===== src/rtl/multicycle_mainfsm_if.sv =====
// Control bundle between the multicycle main FSM and the datapath.
// master = the FSM side, slave = the datapath/condlogic side.
interface multicycle_mainfsm_if #(
    parameter int CNT_W = 16
);
    logic [1:0]       Op;
    logic [5:0]       Funct;
    logic             MemReady;
    logic             IRWrite;
    logic             AdrSrc;
    logic             ALUSrcA;
    logic [1:0]       ALUSrcB;
    logic [1:0]       ResultSrc;
    logic             NextPC;
    logic             RegW;
    logic             MemW;
    logic             Branch;
    logic             ALUOp;
    logic             Illegal;
    logic [3:0]       State;
    logic [CNT_W-1:0] RetireCount;

    modport master (
        input  Op, Funct, MemReady,
        output IRWrite, AdrSrc, ALUSrcA, ALUSrcB, ResultSrc, NextPC,
               RegW, MemW, Branch, ALUOp, Illegal, State, RetireCount
    );

    modport slave (
        output Op, Funct, MemReady,
        input  IRWrite, AdrSrc, ALUSrcA, ALUSrcB, ResultSrc, NextPC,
               RegW, MemW, Branch, ALUOp, Illegal, State, RetireCount
    );
endinterface


===== src/rtl/multicycle_mainfsm.sv =====
// Main sequencing FSM for the multicycle ARM-like CPU: fetch/decode/execute/writeback
// control with memory-ready stalls, illegal-opcode pulse and a retired-instruction counter.
module multicycle_mainfsm #(
    parameter int CNT_W = 16
) (
    input  logic                  clk,
    input  logic                  reset,
    multicycle_mainfsm_if.master  bus
);

    typedef enum logic [3:0] {
        S_FETCH    = 4'd0,
        S_DECODE   = 4'd1,
        S_MEMADR   = 4'd2,
        S_MEMRD    = 4'd3,
        S_MEMWB    = 4'd4,
        S_MEMWR    = 4'd5,
        S_EXECUTER = 4'd6,
        S_EXECUTEI = 4'd7,
        S_ALUWB    = 4'd8,
        S_BRANCH   = 4'd9,
        S_UNKNOWN  = 4'd10
    } state_t;

    typedef struct packed {
        logic       adr_src;
        logic       alu_src_a;
        logic [1:0] alu_src_b;
        logic [1:0] result_src;
        logic       reg_w;
        logic       mem_w;
        logic       branch;
        logic       alu_op;
        logic       illegal;
    } ctrl_t;

    // Moore outputs are decoded from the next state and registered, so they
    // line up with state_q and come straight off flops.
    function automatic ctrl_t decode(input state_t s);
        ctrl_t c;
        c = '0;
        case (s)
            S_FETCH, S_DECODE: begin
                c.alu_src_a  = 1'b1;
                c.alu_src_b  = 2'b10;
                c.result_src = 2'b10;
            end
            S_MEMADR:   c.alu_src_b = 2'b01;
            S_MEMRD:    c.adr_src = 1'b1;
            S_MEMWB: begin
                c.result_src = 2'b01;
                c.reg_w      = 1'b1;
            end
            S_MEMWR: begin
                c.adr_src = 1'b1;
                c.mem_w   = 1'b1;
            end
            S_EXECUTER: c.alu_op = 1'b1;
            S_EXECUTEI: begin
                c.alu_src_b = 2'b01;
                c.alu_op    = 1'b1;
            end
            S_ALUWB:    c.reg_w = 1'b1;
            S_BRANCH: begin
                c.alu_src_b  = 2'b01;
                c.result_src = 2'b10;
                c.branch     = 1'b1;
            end
            S_UNKNOWN:  c.illegal = 1'b1;
            default:    c = '0;
        endcase
        return c;
    endfunction

    state_t           state_q, state_d;
    ctrl_t            ctrl_q, ctrl_d;
    logic [CNT_W-1:0] retire_q, retire_d;
    logic             retire_inc;
    logic             unused_funct;

    assign unused_funct = ^bus.Funct[4:1];

    always_comb begin
        state_d    = S_FETCH;
        retire_inc = 1'b0;
        case (state_q)
            S_FETCH:    state_d = bus.MemReady ? S_DECODE : S_FETCH;
            S_DECODE: begin
                case (bus.Op)
                    2'b00:   state_d = bus.Funct[5] ? S_EXECUTEI : S_EXECUTER;
                    2'b01:   state_d = S_MEMADR;
                    2'b10:   state_d = S_BRANCH;
                    default: state_d = S_UNKNOWN;
                endcase
            end
            S_MEMADR:   state_d = bus.Funct[0] ? S_MEMRD : S_MEMWR;
            S_MEMRD:    state_d = bus.MemReady ? S_MEMWB : S_MEMRD;
            S_MEMWR: begin
                // A store retires only on the edge where memory accepts it.
                state_d    = bus.MemReady ? S_FETCH : S_MEMWR;
                retire_inc = bus.MemReady;
            end
            S_EXECUTER, S_EXECUTEI: state_d = S_ALUWB;
            S_MEMWB, S_ALUWB, S_BRANCH: begin
                state_d    = S_FETCH;
                retire_inc = 1'b1;
            end
            default:    state_d = S_FETCH;
        endcase
        retire_d = retire_q + CNT_W'(retire_inc);
        ctrl_d   = decode(state_d);
    end

    always_ff @(posedge clk or posedge reset) begin
        if (reset) begin
            state_q  <= S_FETCH;
            ctrl_q   <= decode(S_FETCH);
            retire_q <= '0;
        end else begin
            state_q  <= state_d;
            ctrl_q   <= ctrl_d;
            retire_q <= retire_d;
        end
    end

    // IR load and PC+4 follow MemReady directly so a stalled fetch commits once.
    assign bus.IRWrite     = (state_q == S_FETCH) & bus.MemReady;
    assign bus.NextPC      = (state_q == S_FETCH) & bus.MemReady;
    assign bus.AdrSrc      = ctrl_q.adr_src;
    assign bus.ALUSrcA     = ctrl_q.alu_src_a;
    assign bus.ALUSrcB     = ctrl_q.alu_src_b;
    assign bus.ResultSrc   = ctrl_q.result_src;
    assign bus.RegW        = ctrl_q.reg_w;
    assign bus.MemW        = ctrl_q.mem_w;
    assign bus.Branch      = ctrl_q.branch;
    assign bus.ALUOp       = ctrl_q.alu_op;
    assign bus.Illegal     = ctrl_q.illegal;
    assign bus.State       = state_q;
    assign bus.RetireCount = retire_q;

endmodule


===== src/flat_wrapper.sv =====
// flat-port wrapper written by rule: the top's interface ports become plain ports
module multicycle_mainfsm_flat 
#(
    parameter int CNT_W = 16
)
  (clk, reset, bus_Op, bus_Funct, bus_MemReady, bus_IRWrite, bus_AdrSrc, bus_ALUSrcA, bus_ALUSrcB, bus_ResultSrc, bus_NextPC, bus_RegW, bus_MemW, bus_Branch, bus_ALUOp, bus_Illegal, bus_State, bus_RetireCount);
  multicycle_mainfsm_if #(.CNT_W(CNT_W)) bus_i ();
  input  logic clk;
  input  logic reset;
  input wire logic [$bits(bus_i.Op)-1:0] bus_Op;
  input wire logic [$bits(bus_i.Funct)-1:0] bus_Funct;
  input wire logic [$bits(bus_i.MemReady)-1:0] bus_MemReady;
  output wire logic [$bits(bus_i.IRWrite)-1:0] bus_IRWrite;
  output wire logic [$bits(bus_i.AdrSrc)-1:0] bus_AdrSrc;
  output wire logic [$bits(bus_i.ALUSrcA)-1:0] bus_ALUSrcA;
  output wire logic [$bits(bus_i.ALUSrcB)-1:0] bus_ALUSrcB;
  output wire logic [$bits(bus_i.ResultSrc)-1:0] bus_ResultSrc;
  output wire logic [$bits(bus_i.NextPC)-1:0] bus_NextPC;
  output wire logic [$bits(bus_i.RegW)-1:0] bus_RegW;
  output wire logic [$bits(bus_i.MemW)-1:0] bus_MemW;
  output wire logic [$bits(bus_i.Branch)-1:0] bus_Branch;
  output wire logic [$bits(bus_i.ALUOp)-1:0] bus_ALUOp;
  output wire logic [$bits(bus_i.Illegal)-1:0] bus_Illegal;
  output wire logic [$bits(bus_i.State)-1:0] bus_State;
  output wire logic [$bits(bus_i.RetireCount)-1:0] bus_RetireCount;
  assign bus_i.Op = bus_Op;
  assign bus_i.Funct = bus_Funct;
  assign bus_i.MemReady = bus_MemReady;
  assign bus_IRWrite = bus_i.IRWrite;
  assign bus_AdrSrc = bus_i.AdrSrc;
  assign bus_ALUSrcA = bus_i.ALUSrcA;
  assign bus_ALUSrcB = bus_i.ALUSrcB;
  assign bus_ResultSrc = bus_i.ResultSrc;
  assign bus_NextPC = bus_i.NextPC;
  assign bus_RegW = bus_i.RegW;
  assign bus_MemW = bus_i.MemW;
  assign bus_Branch = bus_i.Branch;
  assign bus_ALUOp = bus_i.ALUOp;
  assign bus_Illegal = bus_i.Illegal;
  assign bus_State = bus_i.State;
  assign bus_RetireCount = bus_i.RetireCount;
  multicycle_mainfsm #(.CNT_W(CNT_W)) u_core (.clk(clk), .reset(reset), .bus(bus_i));
endmodule

===== config.mk =====
export PLATFORM = sky130hd
export DESIGN_NAME = multicycle_mainfsm_flat
export DESIGN_NICKNAME = d
export VERILOG_FILES = /design/src/rtl/multicycle_mainfsm_if.sv /design/src/rtl/multicycle_mainfsm.sv /design/src/flat_wrapper.sv
export SDC_FILE = /design/constraint.sdc
export NUM_CORES = 1
export LEC_CHECK = 0
export ABC_CLOCK_PERIOD_IN_PS = 4720
export CAP_MARGIN = 20
export CORE_MARGIN = 1.5
export CORE_UTILIZATION = 48
export CTS_CLUSTER_DIAMETER = 120
export DETAILED_ROUTE_END_ITERATION = 10
export PLACE_DENSITY = 0.8
export RECOVER_POWER = 25
export REMOVE_ABC_BUFFERS = 1
export SYNTH_ARGS = -nofsm -noshare
export SYNTH_HDL_FRONTEND = slang
export SYNTH_SLANG_ARGS = --single-unit

===== constraint.sdc =====
create_clock -name clk -period 4.72 [get_ports clk]
set_clock_uncertainty 0.15 [all_clocks]
set_input_delay 0.944 -clock clk [delete_from_list [all_inputs] [get_ports clk]]
set_output_delay 0.944 -clock clk [all_outputs]
set_load 0.005 [all_outputs]

Word-level counts from Yosys, hierarchy flattened --
Cells that the tools add are included.
Word-level totals: ROM bits 0, word-level logic and storage cells 62, output and inout port bits 33, memories 0, register bits after elaboration 31, RAM bits 0, input bits 11, latch bits 0
Operators by class: magnitude comparators 0, bitwise logic cells 1, multipliers 0, div/mod/pow operators 0, muxes and demuxes 17, add/sub/neg operators 1, reduce and logical (&&, ||, !) cells 11, equality and inequality tests 21, shift operators 0
Operators by type and width (number):
- $eq 4x3->1 const B | 8
- $pmux 4 s6 | 1
- $eq 4x4->1 const B | 5
- $add 16x1->16 | 1
- $eq 4x2->1 const B | 4
- $pmux 4 s3 | 1
- $reduce_or 2->1 | 5
- $mux 1 | 9
- $mux 3 | 3
- $reduce_or 3->1 | 3
- $eq 4x1->1 const B | 2
- $logic_not 4->1 | 2
- $pmux 2 s2 | 2
- $eq 2x1->1 const B | 1
- $eq 2x2->1 const B | 1
- $logic_not 2->1 | 1
- $pmux 1 s2 | 1
- $and 1x1->1 | 1

Logic depth before layout (Yosys ltp) --
Gate-level depths: netlist of run 1.
depth after elaboration 6, mapped depth 9, gate-level depth less buffers 8

Least setup slack after synthesis of run 1 --
Ideal clock, no wire load.
path kind input -> output, from in bus_MemReady, to out bus_NextPC, path buffers 1, cell stages on the path 3, data arrival time 1633 ps, path slack 1993 ps, cell sequence inv_1 > nor4_1 > buf_4
On the way: cells in the longest elaborated chain, start to end 1
RTL lines:
- start, declared | RTL line flat_wrapper.sv:12 | input wire logic [$bits(bus_i.MemReady)-1:0] bus_MemReady;
- $and 1x1->1
- end, declared | RTL line flat_wrapper.sv:18 | output wire logic [$bits(bus_i.NextPC)-1:0] bus_NextPC;
No other way between the ends.

Worst setup path in the final report of run 1 --
from in bus_MemReady, to out bus_IRWrite
On the way: cells in the longest elaborated chain, start to end 1
RTL lines:
- $and 1x1->1 | RTL line multicycle_mainfsm.sv:127 | assign bus.IRWrite = (state_q == S_FETCH) & bus.MemReady;
- end, declared | RTL line flat_wrapper.sv:13 | output wire logic [$bits(bus_i.IRWrite)-1:0] bus_IRWrite;
No other way between the ends.

==> metrics.md, run 1 <==
| Metric | Value |
|---|---|
| Layout cells sized above 1 | `0.08589` |
| Via count | `1027` |
| First-pass GRT wire length | `4347 um` |
| Worst-path clk slew | `0.10 ns` |
| Most used DFF post-synth | `dfrtp_1` |
| Root Driver | `clkbuf_4` |
| Gate Count Post-Synth | `120` |
| Peak supply drop | `418.6 uV` |
| Dpl hpwl | `1866 um` |
| Die height | `56.35 um` |
| DR WL/cell | `13.42 um` |
| Syn avg cell area | `11.39 um2` |
| Overall Global Routing Usage | `0.1811` |
| Sequential area share after synthesis | `0.5705` |
| Status | `finished, final reports clean` |
| Async SR Flop Fraction | `1.000` |
| Total Power | `0.9623 mW` |
| Critical path type | `primary input to primary output` |
| Worst hold margin | `0.3303 ns` |
| Clock sink total | `31` |
| Finished layout cell area | `1849 um2` |
| FF+latch count, synth | `31` |
| IO Port Bufs | `39` |
| FILL cells | `207` |
| Clock tree buffer depth | `2` |
| CP startpoint kind | `primary input` |
| H-tree levels | `2` |
| Post-synth EDFFs | `0` |
| Vias in the first global route | `963` |
| TritonCTS clock tree | `built` |
| Clock Latency Late Sink | `0.33 ns` |
| P_sw | `0.3000 mW` |
| Gate power share | `0.353` |
| Kind of end point of the critical path | `primary output` |
| Final WS setup | `0.9074 ns` |
| # setup viols final | `0` |
| Max Slew Vio Count | `0` |
| FF-to-FF path depth | `7` |
| Net Sw Frac | `0.3117` |
| Routed Wire Length | `2603 um` |
| P_int | `0.6623 mW` |
| Antenna violations before repair | `0` |
| Row Count | `19` |
| Hold Vio Cnt, Final | `0` |
| Final setup TNS | `0 ns` |
| Placed insts | `185` |
| Power share of the sequential group | `0.426` |
| Reg area | `779.5 um2` |
| Die Area | `3175 um2` |
| Clk network pwr share | `0.221` |
| Max Cap Viol | `0` |
| Vias per inst | `5.294` |
| Gr ovfl total | `0` |
| RSZ-0062 raised after global routing | `no` |
| Die width | `56.35 um` |
| Antenna Nets Post-Route | `0` |
| Critical Path AT | `2.72 ns` |
| Cell Area, Synth | `1366 um2` |
| Pleak | `0.8488 nW` |
| Setup crit end | `bus_IRWrite` |
| Multi-input gate area | `520.5 um2` |
| DR DRC count | `0` |
| Crit path launch | `bus_MemReady` |
| Power density over cell area | `520.4 nW/um2` |
| Hold-fix buffers, CTS | `0` |
| Worst Hold Class | `register to register` |
| FF-to-FF End | `u_core.bus.RetireCount[10]` |
| Yosys cell types | `36` |
| CP Max Fanout | `6` |
| Drt pass-1 iters | `4` |
| Period utilization | `0.8078` |
| Crit path time final | `3.813 ns` |
| 1st-iter DRT viols | `12` |
| Fin nets | `175` |
| Post-CTS setup buffers | `0` |
| Core area | `2734 um2` |
| DP Area | `1759 um2` |
| Pre-CTS setup slack | `0.9328 ns` |
| Synth warnings | `0` |
| Worst slew pin tran | `0.9492 ns` |
| FF-to-FF Start | `u_core.bus.State[0]` |
| Largest net degree at the start of global routing | `32` |
| Fin cells | `194` |
| Max Freq | `262.3 MHz` |
| CTS Buf Count | `5` |
| Relative slew slack | `0.3672` |
| Critical Path RT | `3.63 ns` |
| Routability cong. | `0.7859` |
| Synth-to-Final Area Change | `35.35%` |
| I/O pins | `44` |
| R2R Setup Slk | `2.43 ns` |
| Final core occ | `0.6764` |
| Initial Util | `0.4998` |
| Post-cts sizing count | `0` |
| Inserted Diodes | `0` |
[power by group through the flow]
| stage | sequential (mW) | clock [mW] | combinational (mW) |
|---|---|---|---|
| final | 0.410 | 0.213 | 0.339 |
| after global placement | 0.411 | 0 | 0.331 |
| after global routing | 0.420 | 0.233 | 0.368 |
| after floorplan | 0.408 | 0 | 0.155 |
| after detailed placement | 0.414 | 0 | 0.340 |
| after CTS | 0.409 | 0.221 | 0.342 |
[flip-flops by register name, indices dropped and copies added (netlist names)]
name and count:
u_core.bus.AdrSrc 1, u_core.bus.State 4, u_core.bus.Branch 1, u_core.bus.ALUSrcB 2
u_core.bus.ALUSrcA 1, u_core.bus.ResultSrc 2, u_core.bus.ALUOp 1, u_core.bus.Illegal 1
u_core.bus.MemW 1, u_core.bus.RetireCount 16, u_core.bus.RegW 1
[final cells by class]
cell class | instances | share of cell area
inverter | 8 | 0.01624
multi-input combinational | 76 | 0.2815
clock inverter | 2 | 0.01894
tap | 31 | 0.02097
clock buffer | 6 | 0.02774
timing repair buffer | 40 | 0.2131
sequential | 31 | 0.4215
[cells in the mapped netlist, types with 3 or more instances]
library cell | count | area share
xnor2_1 | 9 | 0.058
dfrtp_1 | 28 | 0.51
xor2_1 | 5 | 0.032
nor4_1 | 3 | 0.014
and3_1 | 5 | 0.023
nor3_1 | 7 | 0.026
nand2_1 | 9 | 0.025
dfstp_2 | 3 | 0.058
nand3_1 | 5 | 0.018
inv_1 | 8 | 0.022
nor2_1 | 4 | 0.011
nand4_1 | 3 | 0.014
[worst min-delay path by stage]
stage | from | endpoint | slack [ns] | cells after the start
floorplan | u_core.bus.RetireCount[15] | u_core.bus.RetireCount[15] | 0.31 | 1
global placement | u_core.bus.RetireCount[15] | u_core.bus.RetireCount[15] | 0.31 | 1
detailed placement | u_core.bus.RetireCount[15] | u_core.bus.RetireCount[15] | 0.32 | 1
CTS | u_core.bus.RetireCount[15] | u_core.bus.RetireCount[15] | 0.33 | 1
global route | u_core.bus.RetireCount[15] | u_core.bus.RetireCount[15] | 0.35 | 1
finish | u_core.bus.RetireCount[15] | u_core.bus.RetireCount[15] | 0.33 | 1
[worst max-delay path, cell delays in order]
cell,delay [ns]
clkdlybuf4s50_1,0.58
inv_1,0.10
nor4_1,0.49
clkdlybuf4s50_1,0.60
[kinds of logic after synthesis]
family	Yosys count	share of synthesized area
and+or+nand+nor	49	0.2097
adders and majority gates	2	0.01831
AOI/OAI and AO/OA	11	0.06319
buffers and inverters	13	0.04853
DFF	31	0.5705
xor gates and xnor gates	14	0.08975
[layout by cell type (no fill, tap or decap), types with 2 or more instances in the layout]
master / instances
dfstp_2: 3
xor2_1: 5
or3_1: 2
xnor2_1: 9
ha_1: 2
nor2_1: 4
clkdlybuf4s50_1: 38
dfrtp_1: 28
nor4_1: 3
nand2_1: 9
and3_1: 5
nand4_1: 3
a21o_1: 2
nor3_1: 7
nor3b_1: 2
clkbuf_4: 5
nand3_1: 5
inv_1: 8
a21oi_1: 2
[metal layers]
layer  global-route usage  vias to the layer above  wire (um)
met2               0.2874                       34       1246
met1               0.2234                      487       1171
met4              0.07143                        0         18
met5                    0                        -          0
met3              0.06912                        2        167
li1                     -                      504          -
No activity file was read; power rests on OpenSTA's default activity.
==> run 2, diff against run 1 <==
ABC_CLOCK_PERIOD_IN_PS = 3110   (was 4720)
CORE_UTILIZATION = 41   (was 48)
PLACE_DENSITY = 0.72   (was 0.8)
clock period = 3.11 ns   (was 4.72 ns; I/O delays follow)
==> metrics.md, run 2 (synthesized netlist as in run 1, its figures left out) <==
| Metric | Value |
|---|---|
| Drt pass-1 iters | `4 (unchanged)` |
| Die width | `60.73 um (+7.8%)` |
| Hold-fix buffers, CTS | `0 (unchanged)` |
| Max Freq | `337.2 MHz` |
| Vias per inst | `5.172 (-2.3%)` |
| Root Driver | `clkbuf_4` |
| Via count | `1081 (+5.3%)` |
| Relative slew slack | `0.5303 (+0.1631)` |
| Routability cong. | `0.7850 (-0.11%)` |
| Critical path type | `primary input to primary output` |
| I/O pins | `44 (unchanged)` |
| Inserted Diodes | `0 (unchanged)` |
| First-pass GRT wire length | `4595 um (+5.7%)` |
| CTS Buf Count | `5 (unchanged)` |
| Worst Hold Path Cells | `1 (unchanged)` |
| Worst slew pin tran | `0.7045 ns (-0.2447 ns)` |
| Final setup TNS | `0 ns (unchanged)` |
| Worst-path clk slew | `0.10 ns (about the same)` |
| Final WS setup | `0.1448 ns (-0.7626 ns)` |
| Clock Latency Late Sink | `0.33 ns (about the same)` |
| Period utilization | `0.9535` |
| Largest register FFs | `16 (unchanged)` |
| DR DRC count | `0 (unchanged)` |
| Fin nets | `177 (+1.1%)` |
| Largest net degree at the start of global routing | `20 (-38%)` |
| Critical Path AT | `2.19 ns (-0.53 ns)` |
| 1st-iter DRT viols | `36 (+24)` |
| Die Area | `3688 um2 (+16%)` |
| Layout cells sized above 1 | `0.09091 (+0.005020)` |
| Hold Vio Cnt, Final | `0 (unchanged)` |
| Power density over cell area | `783.1 nW/um2 (+50%)` |
| Post-cts sizing count | `0 (unchanged)` |
| Finished layout cell area | `1874 um2 (+1.4%)` |
| Initial Util | `0.4403 (-0.05945)` |
| DR WL/cell | `13.45 um (+0.28%)` |
| Status | `finished, final reports clean` |
| CP Max Fanout | `3 (-3)` |
| Worst Hold Class | `register to register` |
| Total Power | `1.468 mW (+53%)` |
| Overall Global Routing Usage | `0.1740 (-0.007177)` |
| Antenna violations before repair | `0 (unchanged)` |
| Crit path time final | `2.965 ns` |
| Critical Path RT | `2.34 ns (-1.29 ns)` |
| TritonCTS clock tree | `built` |
| Antenna Nets Post-Route | `0 (unchanged)` |
| Die height | `60.73 um (+7.8%)` |
| IO Port Bufs | `39 (unchanged)` |
| Dpl hpwl | `2050 um (+9.8%)` |
| H-tree levels | `2 (unchanged)` |
| Clock sink total | `31 (unchanged)` |
| Vias in the first global route | `1055 (+9.6%)` |
| Most common cell after layout, fill and taps aside | `clkdlybuf4s50_1` |
| Kind of end point of the critical path | `primary output` |
| Peak supply drop | `421.3 uV (+0.64%)` |
| # setup viols final | `0 (unchanged)` |
| Core area | `3103 um2 (+14%)` |
| Max Slew Vio Count | `0 (unchanged)` |
| Pleak | `0.8554 nW (+0.77%)` |
| Max Cap Viol | `0 (unchanged)` |
| FF-to-FF path depth | `8 (+1)` |
| Synth-to-Final Area Change | `37.18%` |
| Routed Wire Length | `2812 um (+8.0%)` |
| Gr ovfl total | `0 (unchanged)` |
| Fin cells | `209 (+7.7%)` |
| Clock tree buffer depth | `2 (unchanged)` |
| Placed insts | `201 (+8.6%)` |
| Most frequent cells in the layout | `38 x clkdlybuf4s50_1, 28 x dfrtp_1, 9 x nand2_1, 9 x xnor2_1, 8 x inv_1` |
| CP startpoint kind | `primary input` |
| DP Area | `1798 um2 (+2.2%)` |
| Post-CTS setup buffers | `0 (unchanged)` |
| RSZ-0062 raised after global routing | `no` |
| Pre-CTS setup slack | `0.1560 ns (-0.7768 ns)` |
| Row Count | `20 (+1)` |
==> run 2: cell types whose count changed in the layout (fill, tap and decap cells not counted), sizes merged <==
cell / previous run / this run
buf: 0 / 2
==> run 2: worst max-delay path, stage by stage <==
cell and delay, ns:
clkdlybuf4s50_1 0.48, inv_1 0.06, nor4_1 0.44, clkdlybuf4s50_1 0.59
==> run 2: final timing paths <==
path,start,endpoint,slack (ns)
hold reg to reg,u_core.bus.RetireCount[15],u_core.bus.RetireCount[15],0.32
max in group asynchronous,reset,u_core.bus.RetireCount[1],1.09
min in group asynchronous,reset,u_core.bus.RetireCount[12],0.66
hold / removal,u_core.bus.RetireCount[15],u_core.bus.RetireCount[15],0.32
setup reg to reg,u_core.bus.State[2],u_core.bus.RetireCount[10],0.80
setup / recovery,bus_MemReady,bus_NextPC,0.14
==> run 2: cell type report <==
cell class | count | area, um2
sequential | 31 | 779.5
clock inverter | 2 | 35.03
inverter | 8 | 30.03
timing repair buffer | 42 | 409.1
multi-input combinational | 76 | 514.2
clock buffer | 6 | 51.30
tap | 44 | 55.05
fill | 287 | 1229
==> run 2: power breakdown <==
part           switching [mW]  internal (mW)  total, mW
Sequential              0.107          0.518      0.624
Combinational           0.216          0.299      0.515
Clock                   0.139          0.190      0.329
==> run 2: metrics by stage <==
stage,hold slack (ns),utilization
4_1_cts,0.3326,0.6073
5_1_grt,0.3647,0.6040
6_report,0.3245,0.6040
3_3_place_gp,0.3125,0.5794
2_1_floorplan,0.3147,-
3_5_place_dp,0.3181,0.5794
==> run 2: routing by layer <==
| metal | share of wire | track usage | vias up | wire length (um) |
|---|---|---|---|---|
| met1 | 0.42 | 0.2058 | 529 | 1181 |
| met5 | 0 | 0 | - | 0 |
| met2 | 0.51 | 0.2903 | 36 | 1421 |
| met3 | 0.054 | 0.04478 | 6 | 152 |
| met4 | 0.020 | 0.09317 | 0 | 56 |
| li1 | - | - | 510 | - |
